**src/rtl/coproc_port_ctrl.sv**
```systemverilog
// coproc_port_ctrl: PIC32 parallel-port host interface that loads operands and sequences one coprocessor op.
// Optional RUN watchdog is compiled in when COPROC_CTRL_TIMEOUT_EN is defined.
module coproc_port_ctrl #(
  parameter int unsigned TIMEOUT_CYCLES = 1024
) (
  input  logic        clock,
  input  logic        reset_n,
  input  logic [7:0]  port_e,
  input  logic        strobe,
  input  logic        sel,
  output logic [3:0]  port_d_out,
  output logic [7:0]  co_a,
  output logic [7:0]  co_b,
  output logic [1:0]  co_op,
  output logic        co_start,
  input  logic        co_done,
  input  logic [15:0] co_result,
  output logic [15:0] result,
  output logic [1:0]  dbg_state_o
);

  // Host handshake: strobe high requests, ack high accepts, strobe low releases, ack low completes.
  typedef enum logic [1:0] {S_IDLE = 2'd0, S_ACK_HI = 2'd1, S_RUN = 2'd2} state_t;

  state_t      state_q, state_d;
  logic        strb_s1_q, strb_s2_q, strb_s3_q, sel_s1_q, sel_s2_q;
  logic        ack_q, ack_d, busy_q, busy_d, done_q, done_d, err_q, err_d;
  logic        ptr_q, ptr_d, pend_q, pend_d, pend_sel_q, pend_sel_d;
  logic [7:0]  pend_byte_q, pend_byte_d, co_a_q, co_a_d, co_b_q, co_b_d;
  logic [1:0]  co_op_q, co_op_d;
  logic        co_start_q, co_start_d;
  logic [15:0] result_q, result_d;
  logic        strb_rise, txn_sel;
  logic [7:0]  txn_byte;

  assign strb_rise = strb_s2_q & ~strb_s3_q;

`ifdef COPROC_CTRL_TIMEOUT_EN
  localparam int unsigned CntW = (TIMEOUT_CYCLES > 1) ? $clog2(TIMEOUT_CYCLES) : 1;
  logic [CntW-1:0] cnt_q, cnt_d;
  logic            timeout_hit;

  assign timeout_hit = (cnt_q == CntW'(TIMEOUT_CYCLES - 1));

  always_ff @(posedge clock or negedge reset_n) begin
    if (!reset_n) cnt_q <= '0;
    else          cnt_q <= cnt_d;
  end
`else
  // Without the watchdog the parameter only feeds this elaboration-time sanity block.
  if (TIMEOUT_CYCLES == 0) begin : g_zero_timeout
  end
`endif

  always_ff @(posedge clock or negedge reset_n) begin
    if (!reset_n) begin
      strb_s1_q <= 1'b0;
      strb_s2_q <= 1'b0;
      strb_s3_q <= 1'b0;
      sel_s1_q  <= 1'b0;
      sel_s2_q  <= 1'b0;
    end else begin
      strb_s1_q <= strobe;
      strb_s2_q <= strb_s1_q;
      strb_s3_q <= strb_s2_q;
      sel_s1_q  <= sel;
      sel_s2_q  <= sel_s1_q;
    end
  end

  always_ff @(posedge clock or negedge reset_n) begin
    if (!reset_n) begin
      state_q     <= S_IDLE;
      ack_q       <= 1'b0;
      busy_q      <= 1'b0;
      done_q      <= 1'b0;
      err_q       <= 1'b0;
      ptr_q       <= 1'b0;
      pend_q      <= 1'b0;
      pend_sel_q  <= 1'b0;
      pend_byte_q <= 8'h00;
      co_a_q      <= 8'h00;
      co_b_q      <= 8'h00;
      co_op_q     <= 2'd0;
      co_start_q  <= 1'b0;
      result_q    <= 16'h0000;
    end else begin
      state_q     <= state_d;
      ack_q       <= ack_d;
      busy_q      <= busy_d;
      done_q      <= done_d;
      err_q       <= err_d;
      ptr_q       <= ptr_d;
      pend_q      <= pend_d;
      pend_sel_q  <= pend_sel_d;
      pend_byte_q <= pend_byte_d;
      co_a_q      <= co_a_d;
      co_b_q      <= co_b_d;
      co_op_q     <= co_op_d;
      co_start_q  <= co_start_d;
      result_q    <= result_d;
    end
  end

  always_comb begin
    state_d     = state_q;
    ack_d       = ack_q;
    busy_d      = busy_q;
    done_d      = done_q;
    err_d       = err_q;
    ptr_d       = ptr_q;
    pend_d      = pend_q;
    pend_sel_d  = pend_sel_q;
    pend_byte_d = pend_byte_q;
    co_a_d      = co_a_q;
    co_b_d      = co_b_q;
    co_op_d     = co_op_q;
    co_start_d  = 1'b0;
    result_d    = result_q;
    txn_sel     = pend_q ? pend_sel_q : sel_s2_q;
    txn_byte    = pend_q ? pend_byte_q : port_e;
`ifdef COPROC_CTRL_TIMEOUT_EN
    cnt_d       = cnt_q;
`endif
    case (state_q)
      S_IDLE: begin
        // A fast completion can return here while the START strobe is still high.
        if (ack_q && !strb_s2_q) ack_d = 1'b0;
        if (pend_q || strb_rise) begin
          pend_d  = 1'b0;
          ack_d   = 1'b1;
          state_d = S_ACK_HI;
          if (!txn_sel) begin
            if (ptr_q) co_b_d = txn_byte;
            else       co_a_d = txn_byte;
            ptr_d = ~ptr_q;
          end else begin
            case (txn_byte[7:6])
              2'b00: begin
                co_op_d = txn_byte[1:0];
                ptr_d   = 1'b0;
              end
              2'b01: begin
                co_start_d = 1'b1;
                busy_d     = 1'b1;
                done_d     = 1'b0;
                state_d    = S_RUN;
`ifdef COPROC_CTRL_TIMEOUT_EN
                cnt_d      = '0;
`endif
              end
              2'b10: begin
                done_d = 1'b0;
                err_d  = 1'b0;
                ptr_d  = 1'b0;
              end
              default: err_d = 1'b1;
            endcase
          end
        end
      end
      S_ACK_HI: begin
        if (!strb_s2_q) begin
          ack_d   = 1'b0;
          state_d = S_IDLE;
        end
      end
      S_RUN: begin
        if (!strb_s2_q) ack_d = 1'b0;
        if (strb_rise) begin
          if (pend_q) begin
            err_d = 1'b1;
          end else begin
            pend_d      = 1'b1;
            pend_sel_d  = sel_s2_q;
            pend_byte_d = port_e;
          end
        end
        if (co_done) begin
          result_d = co_result;
          done_d   = 1'b1;
          busy_d   = 1'b0;
          state_d  = S_IDLE;
        end
`ifdef COPROC_CTRL_TIMEOUT_EN
        else if (timeout_hit) begin
          err_d   = 1'b1;
          busy_d  = 1'b0;
          state_d = S_IDLE;
        end else begin
          cnt_d = cnt_q + 1'b1;
        end
`endif
      end
      default: state_d = S_IDLE;
    endcase
  end

  assign port_d_out  = {err_q, done_q, busy_q, ack_q};
  assign co_a        = co_a_q;
  assign co_b        = co_b_q;
  assign co_op       = co_op_q;
  assign co_start    = co_start_q;
  assign result      = result_q;
  assign dbg_state_o = state_q;

endmodule

```
**config.mk**
```make
export PLATFORM = sky130hd
export DESIGN_NAME = coproc_port_ctrl
export DESIGN_NICKNAME = d
export VERILOG_FILES = /design/src/rtl/coproc_port_ctrl.sv
export SDC_FILE = /design/constraint.sdc
export NUM_CORES = 1
export LEC_CHECK = 0
export ABC_CLOCK_PERIOD_IN_PS = 2650
export CORE_MARGIN = 2
export CORE_UTILIZATION = 48
export DETAILED_ROUTE_END_ITERATION = 8
export HOLD_SLACK_MARGIN = 0.15
export PLACE_DENSITY = 0.83
export SLEW_MARGIN = 40
export SYNTH_ARGS = -nofsm -noshare
export SYNTH_HDL_FRONTEND = slang
export SYNTH_SLANG_ARGS = --single-unit
export TNS_END_PERCENT = 1
```
**constraint.sdc**
```tcl
create_clock -name clock -period 2.65 [get_ports clock]
set_input_delay 0.53 -clock clock [delete_from_list [all_inputs] [get_ports clock]]
set_output_delay 0.53 -clock clock [all_outputs]
set_load 0.01 [all_outputs]
```
==> metrics.cfg <==
[synthesis]
netlist_area_um2 = 2561
synth.distinct_cells = 35
syn_inst = 203
yosysSeqAreaShare_pct = 55.69
yosysWarningCount = 0
synth_seq_cells = 57
post_synth.cell_area_avg_um2 = 12.62
syn_nets = 240

[cells_and_area]
layout_commonest_cell = clkdlybuf4s50_1
diodes = 0
synthToLayoutAreaGrowth_pct = 36.83
final_net_count = 314
drive_gt1_share_pct = 19.15
final_util_pct = 68.18
fin_cells = 352
nFillCells = 421
final_cell_mix = clkdlybuf4s50_1 (68), dfrtp_1 (57), nand2_1 (25), o21ai_0 (20), mux2_2 (20)

[floorplan]
io-pin-count = 70
dieHeight_um = 77.05
fp.coreArea_um2 = 5140
chipWidth_um = 77.05
die_area_um2 = 5936
placementRows = 26
initial_core_util_pct = 49.83

[timing]
slew_violations = 0
setup_viol = 0
rsz0062_at_grt = no
finalCriticalPeriod_ns = 1.862
tightestPinTransition_ns = 0.5250
timing.fmax_mhz = 537.1
hold_slack_ns = 0.1687
fin_ws_ns = 0.7882
period_share_pct = 70.26
hold_violations = 0
setup_tns_ns = 0
fin_skew_ns = 0.008104
max_slew_margin_pct = 65.00

[routing]
wl_um = 5407
ant_nets = 0
first_pass_iters = 4
drcViolationCount = 0
drt_iter0_drc = 119
viasPerCell = 5.014
vias = 1765
wire_per_inst_um = 15.36

[job]
max_cap_viol_count = 0

[critical_path]
arrival_ns = 2.08
cp_max_fo = 10
cp_data_required_time_ns = 2.87
start_kind = flip-flop
rr_startpoint = dbg_state_o[0]
regToRegEndpoint = busy_q
worst_setup_path_end_kind = flip-flop
rr_worst_depth = 5
reg2reg_setup_slack_ns = 0.79
crit_type = flip-flop to flip-flop

[power_and_ir_drop]
clkPwrFrac_pct = 23.2
leakagePower_nw = 1.544
sequentialPowerShare_pct = 37.5
internal_power_mw = 2.673
switchingPower_mw = 1.246
irDropWorstVdd_v = 0.0006374
power_density_nw_per_um2 = 1118
power_frac_comb_pct = 39.4
switching_share_pct = 31.79

[place]
numPortBuffers = 69
post-place-cells = 336
dp_hpwl_um = 3849
pre_cts_ws_ns = 0.5079
gp_congestion = 0.8359

[global_routing]
track_usage_pct = 20.75
grt_max_degree = 43
antenna_found_initial = 0
grt_pass1_vias = 1976
overflow = 0
grt_pass1_wl_um = 9542

[worst_hold_path]
min_path_type = primary input to asynchronous set/reset pin

[clock_tree]
clk_pin_slew_ns = 0.07
cts_tree = built
cts_sinks = 57
cts-htree-levels = 3
cts_resized = 0
cts-hold-fix-buffers = 0
cts_setup_buffers = 0
insertion_delay_ns = 0.34
clockBufferDepth = 2
ctsRootBufferMaster = clkbuf_8
cts_made_buffers = 9

[run_status]
status = complete, no violations

## power by group through the flow
stage | Combinational, mW | Clock (mW) | Sequential (mW)
after floorplan | 0.686 | 0 | 1.58
after global placement | 1.51 | 0 | 1.47
after detailed placement | 1.55 | 0 | 1.48
after CTS | 1.56 | 0.922 | 1.47
after global routing | 1.69 | 0.960 | 1.53
final | 1.54 | 0.908 | 1.47
## worst max path at each step
stage | start | endpoint | slack [ns] | cells past startpoint
detailed placement | port_e[6] | busy_q | 0.51 | 7
finish | dbg_state_o[0] | busy_q | 0.79 | 5
global route | dbg_state_o[0] | err_q | 0.63 | 6
CTS | dbg_state_o[0] | dbg_state_o[0] | 0.80 | 1
floorplan | pend_q | done_q | 0.81 | 7
global placement | port_e[6] | busy_q | 0.56 | 7
## final cells by class
class / count / area [µm²] / area share, %
clock buffers: 11 / 141.4 / 4.034
well taps: 70 / 87.58 / 2.499
inverters: 9 / 33.78 / 0.9639
flip-flops and latches: 57 / 1426 / 40.70
multi-input cells: 125 / 1003 / 28.63
repair buffers: 75 / 733.2 / 20.92
clock inverters: 5 / 78.83 / 2.249
## metrics by stage
step / area (µm²) / power, mW
floorplan: 2561 / 2.264
global placement: 3282 / 2.976
detailed placement: 3284 / 3.029
CTS: 3505 / 3.953
global route: 3505 / 4.179
finish: 3505 / 3.919
## cell families (layout without fill, tap and decap cells)
group	Yosys count	in the layout	share of synthesized area, %
DFF	57	57	55.69
muxes	34	34	15.44
and+or+nand+nor	38	38	6.839
buffers and inverters	21	100	5.129
AOI/OAI and AO/OA	45	45	12.99
adders and majority gates	8	8	3.908
## per-layer routing
layer  up-vias  global-route usage, %  share of wire, %
met5         -                      0                 0
met4         0                  10.89               1.7
met3         7                  7.882               8.4
met2        55                  31.05                46
met1       849                  26.21                44
li1        854                      -                 -
## cell usage after synthesis, drive strengths merged
cell type	number	area share, %
ha	8	3.9
o21a	1	0.29
a32o	1	0.39
mux2	21	9.4
nand3	2	0.39
nor2	4	0.88
o2111ai	2	2.1
inv	9	1.3
clkbuf	2	0.73
a22oi	1	0.83
nand4	1	0.49
a221oi	1	0.59
a31oi	2	0.49
a21o	1	0.29
nand2b	3	0.73
buf	10	3.1
mux2i	13	6.1
nor3	1	0.20
a2bb2oi	1	0.34
o22ai	2	0.49
a41oi	1	0.34
dfrtp	57	56
nand2	25	3.7
o21ai	26	5.5
a21oi	4	0.78
o31ai	2	0.59
nor2b	2	0.49
## registers in the layout (all words and copies together) (netlist names)
| name | count |
|---|---|
| ack_q | 1 |
| busy_q | 1 |
| co_a | 8 |
| co_b | 8 |
| co_op | 2 |
| co_start | 1 |
| dbg_state_o | 2 |
| done_q | 1 |
| err_q | 1 |
| pend_byte_q | 8 |
| pend_q | 1 |
| pend_sel_q | 1 |
| ptr_q | 1 |
| result | 16 |
| sel_s1_q | 1 |
| sel_s2_q | 1 |
| strb_s1_q | 1 |
| strb_s2_q | 1 |
| strb_s3_q | 1 |
## critical path, cell delays in order (launching register included)
cell,delay [ns]
dfrtp_1,0.42
inv_1,0.17
ha_1,0.46
nor2b_1,0.34
a22oi_4,0.10
a32o_1,0.27
Note: power is estimated with default switching activity, not from simulation.
